<file path="src/rtl/uart_arb_pkg.sv">
// Shared types and constants for the UART TX arbiter.
package uart_arb_pkg;

    localparam int unsigned IDX_W  = 3;
    localparam int unsigned BYTE_W = 8;
    localparam int unsigned WORD_W = 32;
    localparam int unsigned CNT_W  = 8;

    // UART configuration register bit positions
    localparam int unsigned CFG_ENABLE  = 0;
    localparam int unsigned CFG_RECV_IE = 1;
    localparam int unsigned CFG_SEND_IE = 2;

    typedef enum logic [1:0] {
        ST_INIT_DIV = 2'd0,
        ST_INIT_CFG = 2'd1,
        ST_IDLE     = 2'd2,
        ST_XFER     = 2'd3
    } state_e;

    // Assemble a UART configuration word from its individual controls.
    function automatic logic [WORD_W-1:0] cfg_word(input logic enable,
                                                   input logic recv_ie,
                                                   input logic send_ie);
        logic [WORD_W-1:0] w;
        w              = '0;
        w[CFG_ENABLE]  = enable;
        w[CFG_RECV_IE] = recv_ie;
        w[CFG_SEND_IE] = send_ie;
        return w;
    endfunction

endpackage

</file>
<file path="src/rtl/uart_tx_arbiter_rr_arbiter.sv">
// Combinational round-robin picker: first request strictly after ptr_i, with wrap.
module rr_arbiter
    import uart_arb_pkg::*;
#(
    parameter int unsigned NREQ = 4
) (
    input  logic [NREQ-1:0]  req_i,
    input  logic [IDX_W-1:0] ptr_i,
    output logic [NREQ-1:0]  gnt_o,
    output logic [IDX_W-1:0] idx_o,
    output logic             any_o
);

    logic found;

    // Search indices above the pointer first, then wrap to the low half.
    always_comb begin
        gnt_o = '0;
        idx_o = '0;
        found = 1'b0;
        for (int unsigned j = 0; j < NREQ; j++) begin
            if (!found && req_i[j] && (IDX_W'(j) > ptr_i)) begin
                found    = 1'b1;
                gnt_o[j] = 1'b1;
                idx_o    = IDX_W'(j);
            end
        end
        for (int unsigned j = 0; j < NREQ; j++) begin
            if (!found && req_i[j] && (IDX_W'(j) <= ptr_i)) begin
                found    = 1'b1;
                gnt_o[j] = 1'b1;
                idx_o    = IDX_W'(j);
            end
        end
        any_o = found;
    end

endmodule

</file>
<file path="src/rtl/uart_tx_arbiter.sv">
// Packet-granular round-robin arbiter feeding several byte streams into one UART TX FIFO.
// Initialises the UART divider and config registers after every reset.
// Optional feature: define UART_ARB_TIMEOUT_EN to revoke a grant whose owner stalls
// for TIMEOUT consecutive cycles.
module uart_tx_arbiter
    import uart_arb_pkg::*;
#(
    parameter int unsigned NREQ     = 4,
    parameter logic [31:0] DIV_INIT = 32'd104,
    parameter int unsigned TIMEOUT  = 255
) (
    input  logic                   clk,
    input  logic                   resetn,
    input  logic [NREQ-1:0]        req_valid,
    input  logic [BYTE_W*NREQ-1:0] req_data,
    input  logic [NREQ-1:0]        req_last,
    output logic [NREQ-1:0]        req_ready,
    output logic [IDX_W-1:0]       grant_id,
    output logic                   busy,
    output logic                   init_done,
    output logic [3:0]             reg_div_we,
    output logic [WORD_W-1:0]      reg_div_di,
    output logic                   reg_cfg_we,
    output logic [WORD_W-1:0]      reg_cfg_di,
    output logic                   reg_dat_we,
    output logic [WORD_W-1:0]      reg_dat_di,
    input  logic                   reg_dat_wait
);

    state_e             state_q, state_d;
    logic [IDX_W-1:0]   grant_q, grant_d;
    logic [IDX_W-1:0]   last_q,  last_d;
    logic [3:0]         div_we_q, div_we_d;
    logic [WORD_W-1:0]  div_di_q, div_di_d;
    logic               cfg_we_q, cfg_we_d;
    logic [WORD_W-1:0]  cfg_di_q, cfg_di_d;
    logic               init_done_q, init_done_d;

    logic               sel_valid;
    logic               sel_last;
    logic [BYTE_W-1:0]  sel_data;

    logic [NREQ-1:0]    arb_gnt_unused;
    logic [IDX_W-1:0]   arb_idx;
    logic               arb_any;

`ifdef UART_ARB_TIMEOUT_EN
    logic [CNT_W-1:0]   cnt_q, cnt_d;
`else
    logic [31:0]        unused_timeout;
    assign unused_timeout = 32'(TIMEOUT);
`endif

    rr_arbiter #(
        .NREQ (NREQ)
    ) u_rr (
        .req_i (req_valid),
        .ptr_i (last_q),
        .gnt_o (arb_gnt_unused),
        .idx_o (arb_idx),
        .any_o (arb_any)
    );

    // Select the current owner's stream signals.
    always_comb begin
        sel_valid = 1'b0;
        sel_last  = 1'b0;
        sel_data  = '0;
        for (int unsigned i = 0; i < NREQ; i++) begin
            if (grant_q == IDX_W'(i)) begin
                sel_valid = req_valid[i];
                sel_last  = req_last[i];
                sel_data  = req_data[i*BYTE_W +: BYTE_W];
            end
        end
    end

    // Data path towards the UART is a direct pass-through while transferring.
    assign busy       = (state_q == ST_XFER);
    assign reg_dat_we = busy & sel_valid;
    assign reg_dat_di = WORD_W'(sel_data);
    assign grant_id   = grant_q;
    assign init_done  = init_done_q;
    assign reg_div_we = div_we_q;
    assign reg_div_di = div_di_q;
    assign reg_cfg_we = cfg_we_q;
    assign reg_cfg_di = cfg_di_q;

    // Only the owner sees ready, and only while the FIFO has room.
    always_comb begin
        req_ready = '0;
        for (int unsigned i = 0; i < NREQ; i++) begin
            if (busy && !reg_dat_wait && (grant_q == IDX_W'(i))) begin
                req_ready[i] = 1'b1;
            end
        end
    end

    // Next-state and registered-output logic.
    always_comb begin
        state_d     = state_q;
        grant_d     = grant_q;
        last_d      = last_q;
        div_we_d    = '0;
        div_di_d    = '0;
        cfg_we_d    = 1'b0;
        cfg_di_d    = '0;
        init_done_d = init_done_q;
`ifdef UART_ARB_TIMEOUT_EN
        cnt_d       = '0;
`endif
        case (state_q)
            ST_INIT_DIV: begin
                div_we_d = 4'hF;
                div_di_d = DIV_INIT;
                state_d  = ST_INIT_CFG;
            end
            ST_INIT_CFG: begin
                cfg_we_d = 1'b1;
                cfg_di_d = cfg_word(1'b1, 1'b0, 1'b0);
                state_d  = ST_IDLE;
            end
            ST_IDLE: begin
                init_done_d = 1'b1;
                if (arb_any) begin
                    grant_d = arb_idx;
                    state_d = ST_XFER;
                end
            end
            ST_XFER: begin
                if (sel_valid && !reg_dat_wait && sel_last) begin
                    state_d = ST_IDLE;
                    last_d  = grant_q;
                end
`ifdef UART_ARB_TIMEOUT_EN
                if (sel_valid) begin
                    cnt_d = '0;
                end else if (cnt_q == CNT_W'(TIMEOUT - 1)) begin
                    state_d = ST_IDLE;
                    last_d  = grant_q;
                end else begin
                    cnt_d = cnt_q + CNT_W'(1);
                end
`endif
            end
            default: state_d = ST_INIT_DIV;
        endcase
    end

    // State and output registers with synchronous active-low reset.
    always_ff @(posedge clk) begin
        if (!resetn) begin
            state_q     <= ST_INIT_DIV;
            grant_q     <= '0;
            last_q      <= IDX_W'(NREQ - 1);
            div_we_q    <= '0;
            div_di_q    <= '0;
            cfg_we_q    <= 1'b0;
            cfg_di_q    <= '0;
            init_done_q <= 1'b0;
        end else begin
            state_q     <= state_d;
            grant_q     <= grant_d;
            last_q      <= last_d;
            div_we_q    <= div_we_d;
            div_di_q    <= div_di_d;
            cfg_we_q    <= cfg_we_d;
            cfg_di_q    <= cfg_di_d;
            init_done_q <= init_done_d;
        end
    end

`ifdef UART_ARB_TIMEOUT_EN
    // Stall counter for the current owner.
    always_ff @(posedge clk) begin
        if (!resetn) begin
            cnt_q <= '0;
        end else begin
            cnt_q <= cnt_d;
        end
    end
`endif

endmodule

</file>
<file path="config.mk">
export PLATFORM = sky130hd
export DESIGN_NAME = uart_tx_arbiter
export DESIGN_NICKNAME = d
export VERILOG_FILES = /design/src/rtl/uart_arb_pkg.sv /design/src/rtl/uart_tx_arbiter_rr_arbiter.sv /design/src/rtl/uart_tx_arbiter.sv
export SDC_FILE = /design/constraint.sdc
export NUM_CORES = 1
export LEC_CHECK = 0
export CAP_MARGIN = 20
export CORE_MARGIN = 4
export CORE_UTILIZATION = 30
export CTS_CLUSTER_DIAMETER = 60
export DETAILED_ROUTE_END_ITERATION = 7
export DONT_BUFFER_PORTS = 1
export SYNTH_ARGS = -nofsm -noshare
export SYNTH_HDL_FRONTEND = slang
export SYNTH_SLANG_ARGS = --single-unit
</file>
<file path="constraint.sdc">
create_clock -name clk -period 1.96 [get_ports clk]
set_input_delay 0.392 -clock clk [delete_from_list [all_inputs] [get_ports clk]]
set_output_delay 0.392 -clock clk [all_outputs]
set_load 0.02 [all_outputs]
</file>
Word-level counts from Yosys, hierarchy flattened
Index checks and enable logic that the tools add are counted.
{"block": "totals", "elab_cells": 98, "latch_bits": 0, "memories": 0, "reg_bits": 78, "rom_bits": 0, "ramBits": 0, "input_bits": 43}
{"block": "classes", "addsub": 0, "bitwise": 1, "order_cmp": 8, "n_reduce_logical": 35, "mux": 38, "div_mod_pow": 0, "n_mul": 0, "n_shift": 0, "eq_ne": 8}
{"operator": "8-bit two-way mux", "count": 4}
{"operator": "1-bit two-way mux", "count": 23}
{"operator": "1-bit logical AND", "count": 22}
{"operator": "2-bit two-way mux", "count": 8}
{"operator": "1-bit logical NOT", "count": 8}
{"operator": "2-bit one-hot mux with 4 select lines", "count": 1}
{"operator": "7-bit two-way mux", "count": 1}
{"operator": "3-bit by 2-bit == test with 1-bit output (second input constant)", "count": 2}
{"operator": "1-bit by 3-bit > comparator with 1-bit output (first input constant)", "count": 2}
{"operator": "2-bit by 3-bit > comparator with 1-bit output (first input constant)", "count": 2}
{"operator": "1-bit by 3-bit <= comparator with 1-bit output (first input constant)", "count": 2}
{"operator": "2-bit by 3-bit <= comparator with 1-bit output (first input constant)", "count": 2}
{"operator": "2-bit AND reduction", "count": 3}
{"operator": "2-bit == test (second input constant)", "count": 2}
{"operator": "4-bit two-way mux", "count": 1}
{"operator": "3-bit by 1-bit == test with 1-bit output (second input constant)", "count": 1}
{"operator": "3-bit logical NOT", "count": 1}
{"operator": "2-bit by 1-bit == test with 1-bit output (second input constant)", "count": 1}
{"operator": "2-bit logical NOT", "count": 1}
{"operator": "2-bit by 1-bit != test with 1-bit output (second input constant)", "count": 1}
{"operator": "2-bit != test (second input constant)", "count": 1}
{"operator": "1-bit bitwise AND", "count": 1}

Logic depth before layout (Yosys ltp)
{"block": "logic_depth", "word_depth": 33, "mapped_depth": 5, "depth_no_buf": 4}

Cells and area by module
A second synthesis with hierarchy kept.
{"block": "hier_totals", "cells_unflattened": 197, "hier_area_um2": 1654.1}
{"mod": "uart_tx_arbiter", "n_inst": 1, "area_each_um2": 1502.7, "cells_each": 172}
{"mod": "rr_arbiter", "n_inst": 1, "area_each_um2": 151.4, "cells_each": 25}

Least setup slack after synthesis
Ideal clock, no wire load.
{"block": "synth_timing", "path_kind": "register to output", "start": "register grant_q[0], in the netlist grant_id[0]", "end": "output port reg_dat_di[4]", "stages_incl_launch_ff": 4, "t_arrival_ns": 1.509, "path_slack_ns": 0.059, "cell_sequence": "dfxtp_1 buf_2 buf_2 mux4_2"}
{"block": "synth_via", "elab_chain_cells": 5, "word_cells_on_any_way": 8, "classes_between": "eq/ne (3); mux (4); reduce/logical (1)"}
{"item": "start: declaration", "line": "uart_tx_arbiter.sv:31", "source": "logic [IDX_W-1:0] grant_q, grant_d;"}
{"item": "start signal: assignment", "line": "uart_tx_arbiter.sv:163", "source": "grant_q <= grant_d;"}
{"item": "3-bit logical NOT", "line": "uart_tx_arbiter.sv:70", "source": "if (grant_q == IDX_W'(i)) begin"}
{"item": "8-bit two-way mux (3 in series)", "line": "uart_tx_arbiter.sv:70"}
{"item": "8-bit two-way mux (*)", "line": "uart_tx_arbiter.sv:70"}
{"item": "end: declaration", "line": "uart_tx_arbiter.sv:26", "source": "output logic [WORD_W-1:0] reg_dat_di,"}
Every way passes the cells marked *; elsewhere a longest branch is shown, timed or not.

Worst setup path in the final report
{"block": "layout_timing", "start": "register grant_q[1], in the netlist grant_id[1]", "end": "output port reg_dat_di[1]"}
Same word-level chain as after synthesis.

==> metrics.txt <==
fin crit share=93.3%; fmax=547 MHz; total power=0.000786 W; clock root buffer=clkbuf_8; critical path class=reg -> out; EDFF count, synth=0; vias in the first global route=721; synth-to-layout area growth=-15.1%; vias per inst=3.99; Final Util=26.2%; CTS tree=done; Critical Path RT=1.57 ns; min Tclk post-route=1.83 ns; CP endpoint kind=output pin; proportion of power drawn by combinational gates=44.4%; remaining routing DRC violations=0; Flop pwr share=28.5%; Min-Delay Path Class=in -> reg; clk sinks=9; DPL Wire Length=2570 um; Setup Fix Bufs, Post-CTS=0; Core Footprint=4690 um^2; grt total ovfl=0; die height=77.5 um; Port-buffer cells=0; top-area cell type share of the netlist area=47.6%; CTS Buf Count=3; Seq/Total Area, Yosys=12.4%; global-route wire length before repair=3770 um; DR WL/cell=12.9 um; Setup violations, final=0; CP arrival=1.44 ns; Max Cap Viol=0; peak supply drop=0.000196 V; Pleak=0.611 nW; drt initial violations=17; Synth Register Bits=9; pwr dens=639 nW/um^2; fin worst setup slack=0.131 ns; via count=894; clk_lat worst skew=0.23 ns; Placement Setup Slack=0.291 ns; most instantiated cells after synthesis=buf_4, dfxtp_1, mux4_2, nor2_1; Post-Synthesis Cell Area=1450 um^2; multi-input logic area=852 um^2; status=completed; Synth cell types=32; Final TNS setup=0 ns; most used flip-flop cell after synthesis=dfxtp_1; Layout fillers=508; area leader, netlist=buf_4; async set-or-reset flop fraction in the synthesized netlist=0%; Max Slew Vio Count=0; share of post-route cells with drive strength above 1=14.7%; Total Wirelength=2880 um; Starting Density=30.9%; Post-Syn Instances=170; initial antenna violation count=0; RSZ-0062 raised after global routing=no; Internal Power=0.000428 W; CTS max path bufs=2; # diodes=0; die area=6010 um^2; maximum fanout along the worst path=11; Nets=214; Hold Vio Cnt, Final=0; ranking of synthesized cells by area=buf_4, mux4_2, dfxtp_1, nor2_1, and2_1; Pre-Repair DR Iteration Count=4; hold buffer count at cts=0; Die W=77.5 um; crit path launch type=flop; GRT Overall Usage=7.95%; Reg area=180 um^2; # rows=25; largest net degree at the start of global routing=18; antenna-violating nets left=0; top-count cell post-synth=buf_4; clock skew=0.00453 ns; Top-Level Pins=154; CTS H-tree depth=1; Clock transition at path regs=0.05 ns; Ys Warns=0; clock power share=27.1%; Sw Pwr=0.000359 W; Avg Cell Area, Syn=8.53 um^2; Placer Congestion=0.693; sw frac=45.6%
## layout make-up
cell class | instances | area share (%)
tap | 54 | 5.49
timing repair buffer | 9 | 5.79
inverter | 4 | 1.22
sequential | 9 | 14.6
clock buffer | 4 | 3.66
multi-input combinational | 144 | 69.2
## path summary, 6_finish.rpt
check,from,end,slack (ns),cells past startpoint
max,grant_id[1]$_SDFFE_PN0P_,reg_dat_di[1],0.13,2
min,resetn,last_q[0]$_SDFFE_PN1P_,0.25,1
max reg2reg,grant_id[1]$_SDFFE_PN0P_,last_q[1]$_SDFFE_PN1P_,0.31,2
min reg2reg,state_q[0]$_SDFFE_PN0P_,reg_div_we[2]$_SDFF_PN0_,0.51,1
## cells in the final DEF (no fill, tap or decap), types with 2 or more instances in the layout
cell type  count
conb_1        85
mux4_2         9
nor2_1         9
dfxtp_1        9
buf_4          8
and2_1         5
inv_1          4
nor2b_1        4
a21oi_1        4
nor3_1         3
o21ai_0        3
clkbuf_8       3
nand2_1        2
nand2b_1       2
mux2i_1        2
## flip-flops by register name, summed over array words and instances, names as in the netlist
register,cells
reg_cfg_we,1
state_q,2
reg_div_we,1
last_q,2
grant_id,2
init_done,1
## stage by stage
step           std cells  instance area, um^2  hold WS [ns]
2_1_floorplan        254                 1770         0.462
6_report             224                 1230         0.254
4_1_cts              224                 1220         0.251
3_3_place_gp         220                 1180         0.475
5_1_grt              224                 1230         0.252
3_5_place_dp         220                 1180         0.482
## metal layers
metal  track usage [%]  routed length [um]
met5                 0                   0
met4              2.67                  29
met3              3.25                 463
met2              16.8                1640
met1              6.31                 748
## cells by family after synthesis
logic type	after synthesis	synth area share, %
muxes	13	17.9
and+or+nand+nor	29	10.5
DFF	9	12.4
buffers and inverters	101	50.7
AOI/OAI and AO/OA	17	8.11
other	1	0.259
## power by group through the flow
stage          Combinational, W  Clock [W]  Sequential [W]
2_1_floorplan          0.000464          0        0.000226
3_3_place_gp           0.000342          0        0.000227
3_5_place_dp           0.000345          0        0.000227
4_1_cts                0.000345   0.000218        0.000224
5_1_grt                0.000371   0.000231        0.000227
6_report               0.000349   0.000213        0.000224
## critical path, cell delays in order (launching register included)
cell and delay [ns]:
dfxtp_1 0.56, buf_4 0.25, mux4_2 0.39
## what timing repair did
action,in CTS,in global routing
endpoints found under the setup margin,0,4
endpoints found under the hold margin,0,0
resized for setup,0,2
Note: power is estimated with default switching activity, not from simulation.
